--- src/rtl/ex_muldiv_sequencer_pkg.sv ---
// Package for the MIPS multiply/divide sequencer.
// Holds the R-type function codes, the FSM state encoding, the op-kind
// selectors and a decode helper shared by the top and the bench.
package ex_muldiv_sequencer_pkg;

    localparam logic [5:0] FUNC_MULT  = 6'b011000;
    localparam logic [5:0] FUNC_MULTU = 6'b011001;
    localparam logic [5:0] FUNC_DIV   = 6'b011010;
    localparam logic [5:0] FUNC_DIVU  = 6'b011011;
    localparam logic [5:0] FUNC_MTHI  = 6'b010001;
    localparam logic [5:0] FUNC_MTLO  = 6'b010011;

    // Op kind driven into the shared iteration datapath.
    localparam logic OP_MUL = 1'b0;
    localparam logic OP_DIV = 1'b1;

    typedef enum logic [1:0] {
        S_IDLE = 2'd0,
        S_PREP = 2'd1,
        S_RUN  = 2'd2,
        S_FIX  = 2'd3
    } state_t;

    // True for the four codes that launch a multi-cycle sequence.
    function automatic logic is_muldiv(input logic [5:0] func);
        return (func == FUNC_MULT) || (func == FUNC_MULTU) ||
               (func == FUNC_DIV)  || (func == FUNC_DIVU);
    endfunction

endpackage

--- src/rtl/ex_muldiv_sequencer_if.sv ---
// Interface between ID/EX and the multiply/divide sequencer.
// master: pipeline side (drives i_start, i_function, i_rs_reg, i_rt_reg;
//         receives o_stall, o_busy, o_done, o_hi, o_lo)
// slave : sequencer side (the reverse)
interface ex_muldiv_sequencer_if #(
    parameter int NB_BITS     = 32,
    parameter int NB_FUNCTION = 6
);
    logic                   i_start;
    logic [NB_FUNCTION-1:0] i_function;
    logic [NB_BITS-1:0]     i_rs_reg;
    logic [NB_BITS-1:0]     i_rt_reg;
    logic                   o_stall;
    logic                   o_busy;
    logic                   o_done;
    logic [NB_BITS-1:0]     o_hi;
    logic [NB_BITS-1:0]     o_lo;

    modport master (
        output i_start, i_function, i_rs_reg, i_rt_reg,
        input  o_stall, o_busy, o_done, o_hi, o_lo
    );

    modport slave (
        input  i_start, i_function, i_rs_reg, i_rt_reg,
        output o_stall, o_busy, o_done, o_hi, o_lo
    );
endinterface

--- src/rtl/ex_muldiv_sequencer_muldiv_step.sv ---
// muldiv_step: one combinational iteration of the multiply/divide datapath.
// Ports:
//   op_div  in  OP_MUL / OP_DIV
//   acc_in  in  2*NB_BITS  multiply: {product hi, product lo / multiplier}
//                           divide  : {remainder, dividend / quotient}
//   opnd    in  NB_BITS    multiplicand or divisor
//   acc_out out 2*NB_BITS  accumulator after this iteration
module muldiv_step #(
    parameter int NB_BITS = 32
) (
    input  logic                   op_div,
    input  logic [2*NB_BITS-1:0]   acc_in,
    input  logic [NB_BITS-1:0]     opnd,
    output logic [2*NB_BITS-1:0]   acc_out
);
    logic [NB_BITS-1:0] addend;
    logic [NB_BITS:0]   sum;
    logic [NB_BITS:0]   part_rem;
    logic [NB_BITS+1:0] diff;

    always_comb begin
        // Shift-add: the carry of the upper-half add becomes the new MSB.
        addend   = acc_in[0] ? opnd : {NB_BITS{1'b0}};
        sum      = {1'b0, acc_in[2*NB_BITS-1:NB_BITS]} + {1'b0, addend};
        // Restoring divide: remainder shifted left with the next dividend bit
        // needs one extra bit before the trial subtract.
        part_rem = {acc_in[2*NB_BITS-1:NB_BITS], acc_in[NB_BITS-1]};
        diff     = {1'b0, part_rem} - {2'b00, opnd};
        if (op_div) begin
            if (!diff[NB_BITS+1])
                acc_out = {diff[NB_BITS-1:0], acc_in[NB_BITS-2:0], 1'b1};
            else
                acc_out = {part_rem[NB_BITS-1:0], acc_in[NB_BITS-2:0], 1'b0};
        end else begin
            acc_out = {sum, acc_in[NB_BITS-1:1]};
        end
    end
endmodule

--- src/rtl/ex_muldiv_sequencer.sv ---
// ex_muldiv_sequencer: multi-cycle MULT/MULTU/DIV/DIVU unit owning HI/LO.
// Radix-2 shift-add multiply / restoring divide, one bit per cycle;
// MTHI/MTLO write HI/LO in one cycle from IDLE.
// Ports:
//   i_clk  clock, rising edge
//   i_rst  synchronous reset, active low
//   bus    slave side of ex_muldiv_sequencer_if (start/function/operands in,
//          stall/busy/done/HI/LO out)
// Build option: MULDIV_EARLY_TERM_EN ends a multiply RUN as soon as the
// remaining multiplier bits are zero (only o_done timing changes).
import ex_muldiv_sequencer_pkg::*;

module ex_muldiv_sequencer #(
    parameter int NB_BITS     = 32,
    parameter int NB_FUNCTION = 6,
    parameter int NB_CNT      = 6
) (
    input  logic                  i_clk,
    input  logic                  i_rst,
    ex_muldiv_sequencer_if.slave  bus
);
    localparam logic [NB_CNT-1:0] CNT_N = NB_CNT'(NB_BITS);
    localparam int MSB = NB_BITS - 1;

    state_t                 state, state_nxt;
    logic [NB_CNT-1:0]      cnt;
    logic [2*NB_BITS-1:0]   acc, step_acc;
    logic [NB_BITS-1:0]     opnd_lo, opnd_b, hi, lo;
    logic                   op_div, sgn_q, sgn_r, done;

    logic                   start_md, f_div, f_signed, fix_div, early_hit;
    logic [NB_BITS-1:0]     rs, rt, abs_rs, abs_rt;
    logic [NB_BITS-1:0]     lat_lo, lat_b, res_hi, res_lo;
    logic                   lat_sq, lat_sr;
    logic [2*NB_BITS-1:0]   prod_fix;

    assign rs       = bus.i_rs_reg;
    assign rt       = bus.i_rt_reg;
    assign start_md = (state == S_IDLE) && bus.i_start && is_muldiv(bus.i_function);
    assign f_div    = (bus.i_function == FUNC_DIV)  || (bus.i_function == FUNC_DIVU);
    assign f_signed = (bus.i_function == FUNC_MULT) || (bus.i_function == FUNC_DIV);
    // Signed divide by zero keeps the raw operands and skips the sign fix.
    assign fix_div  = f_signed && (rt != '0);
    assign abs_rs   = rs[MSB] ? -rs : rs;
    assign abs_rt   = rt[MSB] ? -rt : rt;

    // Operand/sign capture for the issuing instruction.
    always_comb begin
        lat_lo = rt;
        lat_b  = rs;
        lat_sq = 1'b0;
        lat_sr = 1'b0;
        if (f_div) begin
            lat_lo = fix_div ? abs_rs : rs;
            lat_b  = fix_div ? abs_rt : rt;
            lat_sq = fix_div && (rs[MSB] ^ rt[MSB]);
            lat_sr = fix_div && rs[MSB];
        end else if (f_signed) begin
            lat_lo = abs_rt;
            lat_b  = abs_rs;
            lat_sq = rs[MSB] ^ rt[MSB];
        end
    end

    muldiv_step #(.NB_BITS(NB_BITS)) u_step (
        .op_div  (op_div),
        .acc_in  (acc),
        .opnd    (opnd_b),
        .acc_out (step_acc)
    );

`ifdef MULDIV_EARLY_TERM_EN
    // The low cnt bits of the lower half are the unconsumed multiplier bits.
    assign early_hit = (state == S_RUN) && (op_div == OP_MUL) &&
                       ((acc[NB_BITS-1:0] << (CNT_N - cnt)) == '0);
`else
    assign early_hit = 1'b0;
`endif

    // Sign correction applied in FIX.
    always_comb begin
        prod_fix = sgn_q ? -acc : acc;
        if (op_div == OP_DIV) begin
            res_lo = sgn_q ? -acc[NB_BITS-1:0] : acc[NB_BITS-1:0];
            res_hi = sgn_r ? -acc[2*NB_BITS-1:NB_BITS] : acc[2*NB_BITS-1:NB_BITS];
        end else begin
            res_lo = prod_fix[NB_BITS-1:0];
            res_hi = prod_fix[2*NB_BITS-1:NB_BITS];
        end
    end

    always_comb begin
        state_nxt = state;
        case (state)
            S_IDLE: if (start_md) state_nxt = S_PREP;
            S_PREP: state_nxt = S_RUN;
            S_RUN:  if (cnt == NB_CNT'(1) || early_hit) state_nxt = S_FIX;
            S_FIX:  state_nxt = S_IDLE;
            default: state_nxt = S_IDLE;
        endcase
    end

    always_ff @(posedge i_clk) begin
        if (!i_rst) begin
            state   <= S_IDLE;
            cnt     <= '0;
            acc     <= '0;
            opnd_lo <= '0;
            opnd_b  <= '0;
            op_div  <= OP_MUL;
            sgn_q   <= 1'b0;
            sgn_r   <= 1'b0;
            hi      <= '0;
            lo      <= '0;
            done    <= 1'b0;
        end else begin
            state <= state_nxt;
            done  <= 1'b0;
            case (state)
                S_IDLE: begin
                    if (start_md) begin
                        op_div  <= f_div ? OP_DIV : OP_MUL;
                        opnd_lo <= lat_lo;
                        opnd_b  <= lat_b;
                        sgn_q   <= lat_sq;
                        sgn_r   <= lat_sr;
                    end else if (bus.i_start && bus.i_function == FUNC_MTHI) begin
                        hi <= rs;
                    end else if (bus.i_start && bus.i_function == FUNC_MTLO) begin
                        lo <= rs;
                    end
                end
                S_PREP: begin
                    acc <= {{NB_BITS{1'b0}}, opnd_lo};
                    cnt <= CNT_N;
                end
                S_RUN: begin
                    cnt <= cnt - 1'b1;
                    acc <= early_hit ? (acc >> cnt) : step_acc;
                end
                S_FIX: begin
                    hi   <= res_hi;
                    lo   <= res_lo;
                    done <= 1'b1;
                end
                default: ;
            endcase
        end
    end

    // The issuing instruction is stalled in its own cycle as well.
    assign bus.o_stall = (state != S_IDLE) || start_md;
    assign bus.o_busy  = (state != S_IDLE);
    assign bus.o_done  = done;
    assign bus.o_hi    = hi;
    assign bus.o_lo    = lo;

endmodule

--- src/flat_wrapper.sv ---
// flat-port wrapper written by rule: the top's interface ports become plain ports
module ex_muldiv_sequencer_flat 
#(
    parameter int NB_BITS     = 32,
    parameter int NB_FUNCTION = 6,
    parameter int NB_CNT      = 6
)
  (i_clk, i_rst, bus_i_start, bus_i_function, bus_i_rs_reg, bus_i_rt_reg, bus_o_stall, bus_o_busy, bus_o_done, bus_o_hi, bus_o_lo);
  ex_muldiv_sequencer_if #(.NB_BITS(NB_BITS), .NB_FUNCTION(NB_FUNCTION)) bus_i ();
  input  logic i_clk;
  input  logic i_rst;
  input wire logic [$bits(bus_i.i_start)-1:0] bus_i_start;
  input wire logic [$bits(bus_i.i_function)-1:0] bus_i_function;
  input wire logic [$bits(bus_i.i_rs_reg)-1:0] bus_i_rs_reg;
  input wire logic [$bits(bus_i.i_rt_reg)-1:0] bus_i_rt_reg;
  output wire logic [$bits(bus_i.o_stall)-1:0] bus_o_stall;
  output wire logic [$bits(bus_i.o_busy)-1:0] bus_o_busy;
  output wire logic [$bits(bus_i.o_done)-1:0] bus_o_done;
  output wire logic [$bits(bus_i.o_hi)-1:0] bus_o_hi;
  output wire logic [$bits(bus_i.o_lo)-1:0] bus_o_lo;
  assign bus_i.i_start = bus_i_start;
  assign bus_i.i_function = bus_i_function;
  assign bus_i.i_rs_reg = bus_i_rs_reg;
  assign bus_i.i_rt_reg = bus_i_rt_reg;
  assign bus_o_stall = bus_i.o_stall;
  assign bus_o_busy = bus_i.o_busy;
  assign bus_o_done = bus_i.o_done;
  assign bus_o_hi = bus_i.o_hi;
  assign bus_o_lo = bus_i.o_lo;
  ex_muldiv_sequencer #(.NB_BITS(NB_BITS), .NB_FUNCTION(NB_FUNCTION), .NB_CNT(NB_CNT)) u_core (.i_clk(i_clk), .i_rst(i_rst), .bus(bus_i));
endmodule
--- config.mk ---
export PLATFORM = sky130hd
export DESIGN_NAME = ex_muldiv_sequencer_flat
export DESIGN_NICKNAME = d
export VERILOG_FILES = /design/src/rtl/ex_muldiv_sequencer_pkg.sv /design/src/rtl/ex_muldiv_sequencer_if.sv /design/src/rtl/ex_muldiv_sequencer_muldiv_step.sv /design/src/rtl/ex_muldiv_sequencer.sv /design/src/flat_wrapper.sv
export SDC_FILE = /design/constraint.sdc
export NUM_CORES = 1
export LEC_CHECK = 0
export CORE_ASPECT_RATIO = 1.2
export CORE_MARGIN = 1
export CORE_UTILIZATION = 45
export CTS_CLUSTER_DIAMETER = 200
export CTS_CLUSTER_SIZE = 16
export DETAILED_ROUTE_END_ITERATION = 6
export GPL_ROUTABILITY_DRIVEN = 0
export PLACE_DENSITY_LB_ADDON = 0.3
export SETUP_SLACK_MARGIN = 0.3
export SLEW_MARGIN = 20
export SYNTH_ARGS = -nofsm -noshare
export SYNTH_HDL_FRONTEND = slang
export SYNTH_HIERARCHICAL = 1
export SYNTH_SLANG_ARGS = --single-unit
--- constraint.sdc ---
create_clock -name i_clk -period 4.4 [get_ports i_clk]
set_clock_uncertainty 0.1 [all_clocks]
set_input_delay 0.88 -clock i_clk [delete_from_list [all_inputs] [get_ports i_clk]]
set_output_delay 0.88 -clock i_clk [all_outputs]
set_load 0.005 [all_outputs]
# After elaboration in Yosys (flattened, before gate mapping)
# Cells that the tools add are included.
# classes
add_sub_neg	8
n_eq_ne	16
n_mux	33
n_bitwise	1
reduce_logical	22
# op_table
cell	n
$mux 32	18
$mux 64	3
$neg 32->32	4
$pmux 32 s2	2
$pmux 64 s2	1
$neg 64->64	1
$eq 6x5->1 const B	6
$sub 33x32->34	1
$add 32x32->33	1
$reduce_bool 32->1	1
$pmux 6 s2	1
$ne 2x2->1 const B	4
$pmux 2 s4	1
$logic_and 1x1->1	7
$eq 6x1->1 const B	1
$logic_or 1x1->1	6
$reduce_bool 2->1	3
$sub 6x1->6 const B	1
$mux 1	5
$eq 2x2->1 const B	2
$mux 2	2
$ne 2x1->1 const B	2
$reduce_and 2->1	2
$reduce_and 4->1	1
other kinds (4)	4
# word_totals
ff_bits	204
input_bits	73
out_inout_bits	67
word_cells	91

# Longest topological paths before layout
# Gate-level depths: netlist (run 1).
# depth
ltp_word	7
ltp_mapped	16
mapped_depth_nobuf	14

# By module
# Netlist (run 1), hierarchy kept.
# modules_own_cells
module	n_inst	cells_each	area_per_inst_um2	seq_area_each_um2
ex_muldiv_sequencer	1	1611	12614.6	4083.9
muldiv_step	1	701	4775.8	0.0

# Least setup slack after synthesis (run 1)
# No wires, ideal clock.
# synth_timing
path_kind	register to register
from	reg u_core.acc[0]
to	reg u_core.acc[60]
setup_ns	0.128
arrival_ns	3.020
required_time_ns	4.172
setup_slack_ns	1.153
path_stages_with_launch	14
n_path_buf	2
period_less_slack_ns	3.247
path_cell_list	dfxtp_1 > clkbuf_1 > and2_1 > ha_1 > buf_6 > a21oi_2 > o221ai_2 > or3_1 > o221a_2 > a21o_1 > a2111o_1 > a32o_1 > a21oi_1 > nor2_1
# synth_between
elab_chain_len	4
# synth_rtl
item	line_no	text
start, declared	ex_muldiv_sequencer.sv:27	logic [2*NB_BITS-1:0] acc, step_acc;
start signal, assigned	ex_muldiv_sequencer.sv:134	acc <= {{NB_BITS{1'b0}}, opnd_lo};
start signal, assigned	ex_muldiv_sequencer.sv:139	acc <= early_hit ? (acc >> cnt) : step_acc;
$mux 32	ex_muldiv_sequencer_muldiv_step.sv:23	addend = acc_in[0] ? opnd : {NB_BITS{1'b0}};
$add 32x32->33	ex_muldiv_sequencer_muldiv_step.sv:24	sum = {1'b0, acc_in[2*NB_BITS-1:NB_BITS]} + {1'b0, addend};
$mux 64	ex_muldiv_sequencer_muldiv_step.sv:29	if (op_div) begin
named net u_core.step_acc[60]	ex_muldiv_sequencer.sv:27	
$pmux 64 s2	ex_muldiv_sequencer.sv:119	case (state)
# The timed path passes the listed nets, and every way through them passes these cells.
# A chain may end at the register's enable or synchronous reset.

# Final worst setup path (run 1)
# layout_timing
from	in bus_i_function[3]
to	out bus_o_stall
# layout_between
elab_chain_len	6
elab_cells_between_ends	9
cone_classes	eq/ne: 4; reduce/logical: 5
# layout_rtl
item	line_no	text
start, declared	flat_wrapper.sv:13	input wire logic [$bits(bus_i.i_function)-1:0] bus_i_function;
$eq 6x5->1	ex_muldiv_sequencer_pkg.sv:26	return (func == FUNC_MULT) || (func == FUNC_MULTU) ||
$logic_or 1x1->1 (2 in series)	ex_muldiv_sequencer_pkg.sv:26	
$logic_or 1x1->1 (*)	ex_muldiv_sequencer_pkg.sv:27	(func == FUNC_DIV) || (func == FUNC_DIVU);
$logic_and 1x1->1 (*)	ex_muldiv_sequencer.sv:39	assign start_md = (state == S_IDLE) && bus.i_start && is_muldiv(bus.i_function);
$logic_or 1x1->1 (*)	ex_muldiv_sequencer.sv:152	assign bus.o_stall = (state != S_IDLE) || start_md;
end, declared	flat_wrapper.sv:16	output wire logic [$bits(bus_i.o_stall)-1:0] bus_o_stall;
# Every way passes the cells marked *; elsewhere a longest branch is shown, timed or not.

==> results.toml, run 1 <==
[outcome]
status = "completed"

[timing]
setup_tns_ns = 0
rsz0062_at_grt = "no"
period_minus_slack_ns = 3.824
fin_crit_sh_pct = 86.91
setup_ws_ns = 0.5762
slew_viol_final = 0
whs_ns = 0.3592
finalHoldViolations = 0
relSlewSlack_pct = 34.35
max_freq_ghz = 0.2615
setup_viol = 0
tightest_slew_ns = 0.9827

[setup_path]
startpoint_type = "primary input"
r2r_start = "u_core/acc[0]$_SDFFE_PN0P_"
r2r-end = "u_core/acc[61]$_SDFFE_PN0P_"
r2r_cells = 14
crit_path_max_fanout = 6
arrival_ns = 2.84
cp.required_ns = 3.42
critPathKind = "in -> out"
reg2reg_slack_ns = 0.63
endpoint_kind = "output port"
cp-startpoint = "bus_i_function[3]"

[worst_hold_path]
hold_start = "u_core/bus.o_lo[11]$_SDFFE_PN0P_"
min_to = "u_core/bus.o_lo[11]$_SDFFE_PN0P_"
whs_path_depth = 2
hp-class = "reg -> reg"

[clocking]
worst_skew_pair.late_latency_ns = 0.50
cts_resized = 0
postCtsHoldBufs = 0
cts_root_buffer = "clkbuf_16"
cts_made_buffers = 16
cts_tree = "done"
clockBufferDepth = 3
h-tree-depth = 1
clkSinkCount = 204
clk_pin_slew_worst_paths_ns = 0.07
post-cts-setup-buffers = 0

[grt]
grt_pass1_wl_um = 104900
antenna_found_initial = 1
grt_overflow_total = 0
grt_max_degree = 88
grt_usage_pct = 34.34
first_global_vias = 17670

[synth]
syn_nets = 2461
synth_top_area_share_pct = 23.48
synth_adder_area_share_pct = 5.554
synth.area.mux_share_pct = 5.137
async_flop_share_pct = 0
synth_common_cells = "229 x nor2_1, 215 x nand2_1, 204 x dfxtp_1"
syn_area_mm2 = 0.01739
synth_top_family_by_area = "compound AO/OA/AOI/OAI gates"
synth_edf_count = 0
synth_compound_gate_area_share_pct = 28.65
synthSimpleGateAreaFrac_pct = 23.00
synthCells = 2312
synthTopCellsByArea = "dfxtp_1 23%, ha_1 5.3%, nor2_1 4.9%"
yosysSeqAreaShare_pct = 23.48
syn_avg_cell_area_um2 = 7.522
synth_xor_area_share_pct = 8.411
yosysMostFrequentCell = "nor2_1"
ys_ff_latch = 204
synth_area_leader_cell = "dfxtp_1"
ys.flop_type = "dfxtp_1"
yosys.cell_types.count = 95
ys.warnings.count = 6

[power]
fin_total_pwr_mw = 6.193
peakVddDrop_mv = 0.3218
power_leakage_nw = 7.392
power_density_mw_per_mm2 = 313.1

[finish]
finalInstanceArea_mm2 = 0.01978
num-nets-final = 2529
multi_input_area_mm2 = 0.01235
area_growth_pct = 13.76
fin_util_pct = 52.11
final_cells = 2861
ff_latch_area_mm2 = 0.004088
drive_above_1_share_pct = 7.770
n_antenna_cell = 0
num-fill-cells = 3561

[placement]
placed_area_mm2 = 0.01932
dp_worst_setup_slack_ns = 0.5423
portBuffers = 139
place_hpwl_um = 51590
place_inst = 2842

[floorplan]
die_y_um = 217.3
coreArea_mm2 = 0.03796
rows = 78
die_area_mm2 = 0.03944
start_util_pct = 45.81
ios = 140
die_w_um = 181.5

[detailed_routing]
wl_um = 69460
first_iter_violations = 2057
vias_per_cell = 6.615
drc = 0
firstDrtPassIters = 6
wl_per_cell_um = 24.28
num_vias = 18930
ant_nets = 0

[flow_run]
drv_cap = 0
==> cell families (layout without fill, tap and decap cells) <==
kind of cell / Yosys count / count (layout)
adders and majority gates: 76 / 76
and+or+nand+nor: 810 / 810
DFF: 204 / 204
AOI/OAI and AO/OA: 725 / 725
buffers and inverters: 245 / 314
muxes: 85 / 85
xor gates and xnor gates: 167 / 167
==> worst max path at each step <==
stage / to / depth (start not counted) / slack, ns
floorplan: u_core/acc[60]$_SDFFE_PN0P_ / 13 / 1.15
global placement: u_core/opnd_b[24]$_SDFFE_PN0P_ / 7 / 0.59
detailed placement: u_core/opnd_b[24]$_SDFFE_PN0P_ / 7 / 0.54
CTS: bus_o_stall / 6 / 0.59
global route: u_core/acc[60]$_SDFFE_PN0P_ / 14 / 0.33
finish: bus_o_stall / 6 / 0.58
==> power by group <==
| group | leakage (nW) | switching, mW | internal [mW] |
|---|---|---|---|
| Clock | 0.225 | 0.716 | 0.749 |
| Combinational | 5.52 | 1.55 | 0.876 |
| Sequential | 1.65 | 0.310 | 1.99 |
| Total | 7.39 | 2.57 | 3.62 |
==> critical path: stages <==
cell	delay, ns
clkdlybuf4s50_1	0.67
nor4bb_1	0.28
buf_4	0.19
nand3_1	0.11
nand2_1	0.18
clkdlybuf4s50_1	0.53
==> placed cells by master, fill, tap and decap left out, types with 14 or more instances in the layout <==
cell type and n:
o22ai_1 20, a21o_1 28, mux2_2 34, o221ai_1 17, o21ai_0 136, a21oi_1 142, a31oi_1 53, xor2_1 73
o31ai_1 20, ha_1 71, buf_4 73, clkbuf_16 17, or3_1 23, nor3_1 60, nor2b_1 36, nor4_1 34
and3_1 22, o211ai_1 36, a211oi_1 56, nand2b_1 15, o21a_1 16, dfxtp_1 203, inv_1 79, nor2_1 228
nand4_1 20, o41ai_1 14, and2_1 39, clkdlybuf4s50_1 138, nand2_1 215, nand3_1 42, o21ai_1 27, mux2i_1 50
or4_1 18, xnor2_1 94
==> per-layer routing <==
layer	vias up	GRT usage (%)	share of wire [%]
met1	8862	40.55	37
li1	8627	-	-
met4	2	24.60	8.2
met2	1139	56.51	46
met3	295	5.689	9.3
met5	-	0	0.016
==> flip-flops by register name (all words and copies together), names as in the netlist <==
name / cells
u_core/acc: 64
u_core/op_div: 1
u_core/bus.o_lo: 32
u_core/opnd_lo: 32
u_core/cnt: 6
u_core/state: 2
u_core/opnd_b: 32
u_core/bus.o_hi: 32
u_core/sgn_r: 1
u_core/bus.o_done: 1
u_core/sgn_q: 1
==> cell type report <==
cell class | instances | share of cell area (%)
Multi-Input combinational cell | 1863 | 62.45
Sequential cell | 204 | 20.66
Timing Repair Buffer | 214 | 9.980
Tap cell | 480 | 3.036
Clock buffer | 18 | 2.169
Inverter | 81 | 1.550
Clock inverter | 1 | 0.1518
Power figures use the tool's default switching activity.
==> run 2, diff against run 1 <==
- CORE_UTILIZATION: 45 -> 35
==> run 2 against run 1 <==
The run now ends with DRC left. Global-route usage fell by 6.2 points. Non-clock buffer count rose by 36. Power rose by 0.95%. Final cell count rose by 6.9%. Routed wire length rose by 5.3%. Fmax fell by 1.6%. Die area rose by 28%. Register-to-register slack got worse by 0.09 ns. Design area rose by 2.5%. Clock-buffer cell count did not move. Hold slack improved by 0.0012 ns. Critical endpoint unchanged. Largest power group unchanged. Highest routed layer is now met4.
==> results.toml, run 2 (synthesized netlist as in run 1, its figures left out) <==
[worst_hold_path]
hp-class = "reg -> reg"
hold_start = "u_core/opnd_lo[4]$_SDFFE_PN0P_"
min_to = "u_core/opnd_lo[4]$_SDFFE_PN0P_"
whs_path_depth = 2

[power]
p_clk_share_pct = 23.8
switching_share_pct = 41.86
p_seq_share_pct = 36.7
power_density_mw_per_mm2 = 308.3
p_switching_mw = 2.617
power_leakage_nw = 7.575
combinationalPowerShare_pct = 39.5
power.internal_mw = 3.635
peakVddDrop_mv = 0.2151
fin_total_pwr_mw = 6.252

[finish]
multi_input_area_mm2 = 0.01237
num-nets-final = 2565
num-fill-cells = 5008
drive_above_1_share_pct = 9.226
layout_common_cells = "228 x nor2_1, 215 x nand2_1, 202 x dfxtp_1"
largest_register_ffs = 64
max_flop_register = "u_core/acc"
final_cells = 3059
area_growth_pct = 16.60
ff_latch_area_mm2 = 0.004089
final_common_cell = "nor2_1"

[detailed_routing]
wl_per_cell_um = 23.92
num_vias = 18850
firstDrtPassIters = 7
first_iter_violations = 1910
vias_per_cell = 6.163
wl_um = 73170
drc = 1
ant_nets = 0

[clocking]
worst_skew_pair.late_latency_ns = 0.51
post-cts-setup-buffers = 0
clockBufferDepth = 3
cts_made_buffers = 16
clk_pin_slew_worst_paths_ns = 0.07
cts_root_buffer = "clkbuf_16"
h-tree-depth = 1
postCtsHoldBufs = 0
cts_resized = 0
clkSinkCount = 204
cts_tree = "done"

[timing]
rsz0062_at_grt = "no"
relSlewSlack_pct = 24.24
max_freq_ghz = 0.2574
finalHoldViolations = 0
setup_viol = 0
fin_crit_sh_pct = 88.30
setup_tns_ns = 0
tightest_slew_ns = 1.135
period_minus_slack_ns = 3.885
slew_viol_final = 0

[floorplan]
die_y_um = 246.2
die_w_um = 205.5
die_area_mm2 = 0.05059
start_util_pct = 35.41
rows = 89
coreArea_mm2 = 0.04911
ios = 140

[grt]
antenna_found_initial = 0
grt_max_degree = 71
first_global_vias = 17600
grt_pass1_wl_um = 108400
grt_overflow_total = 0
grt_usage_pct = 28.13

[setup_path]
crit_path_max_fanout = 3
arrival_ns = 2.91
endpoint_kind = "output port"
r2r_start = "u_core/acc[31]$_SDFFE_PN0P_"
cp.required_ns = 3.42
startpoint_type = "primary input"
critPathKind = "in -> out"
r2r-end = "u_core/acc[60]$_SDFFE_PN0P_"
reg2reg_slack_ns = 0.54
r2r_cells = 14

[placement]
place_inst = 3035
place_hpwl_um = 55820
portBuffers = 139

[flow_run]
drv_cap = 0

[outcome]
violations = "DRC"
status = "finished, violations left"
==> run 2: cell count changes in the layout (fill, tap and decap cells not counted), sizes merged <==
| cell | previous run | this run |
|---|---|---|
| diode | 0 | 5 |
| buf | 76 | 112 |
==> run 2: worst max path at each step <==
stage,startpoint,endpoint,slack (ns),depth (start not counted)
after floorplan,u_core/acc[0]$_SDFFE_PN0P_,u_core/acc[60]$_SDFFE_PN0P_,1.15,13
after global placement,bus_i_function[4],u_core/opnd_b[18]$_SDFFE_PN0P_,0.48,9
after detailed placement,u_core/acc[50]$_SDFFE_PN0P_,u_core/acc[35]$_SDFFE_PN0P_,0.42,13
after CTS,u_core/acc[50]$_SDFFE_PN0P_,u_core/acc[35]$_SDFFE_PN0P_,0.41,13
after global routing,u_core/acc[31]$_SDFFE_PN0P_,u_core/acc[60]$_SDFFE_PN0P_,0.33,14
final,bus_i_function[4],bus_o_stall,0.51,5
==> run 2: metal layers <==
metal / GRT usage (%) / wire [um] / up-vias / part of all wire, %
met5: 0 / 0 / - / 0
met4: 22.55 / 6834 / 0 / 9.3
met3: 3.717 / 5229 / 277 / 7.1
met2: 45.98 / 33420 / 957 / 46
met1: 32.85 / 27680 / 8909 / 38
li1: - / - / 8709 / -
==> run 2: critical path: stages <==
cell	delay, ns
clkdlybuf4s50_1	0.49
nor4bb_1	0.58
nand3_1	0.18
nand2_1	0.20
clkdlybuf4s50_1	0.57
==> run 2: metrics by stage <==
stage | utilization, % | cell area [um2] | setup WS (ns) | hold slack (ns)
CTS | 41.23 | 20250 | 0.4063 | 0.3537
global route | 41.26 | 20260 | 0.3294 | 0.3773
detailed placement | 40.30 | 19790 | 0.4185 | 0.3365
finish | 41.29 | 20280 | 0.5146 | 0.3604
global placement | 40.30 | 19790 | 0.4777 | 0.3425
floorplan | - | 17390 | 1.153 | 0.3149
==> run 2: cell type report <==
cell class,count,share of cell area (%)
antenna,5,0.06171
clock buffer,18,2.117
clock inverter,1,0.1481
inverter,81,1.512
multi-input combinational,1863,61.00
sequential,204,20.17
tap,637,3.931
timing repair buffer,250,11.07
==> run 2: power by group through the flow <==
stage	combinational [mW]	sequential [mW]	clock [mW]
4_1_cts	2.41	2.28	1.52
2_1_floorplan	1.73	2.21	0
6_report	2.47	2.29	1.49
5_1_grt	2.63	2.30	1.57
3_3_place_gp	2.37	2.32	0
3_5_place_dp	2.40	2.32	0
==> run 3, diff against run 2 <==
- HOLD_SLACK_MARGIN: unset -> 0.1
==> results of run 3 <==
No change in the layout: final DEF, timing and power equal those of run 2.
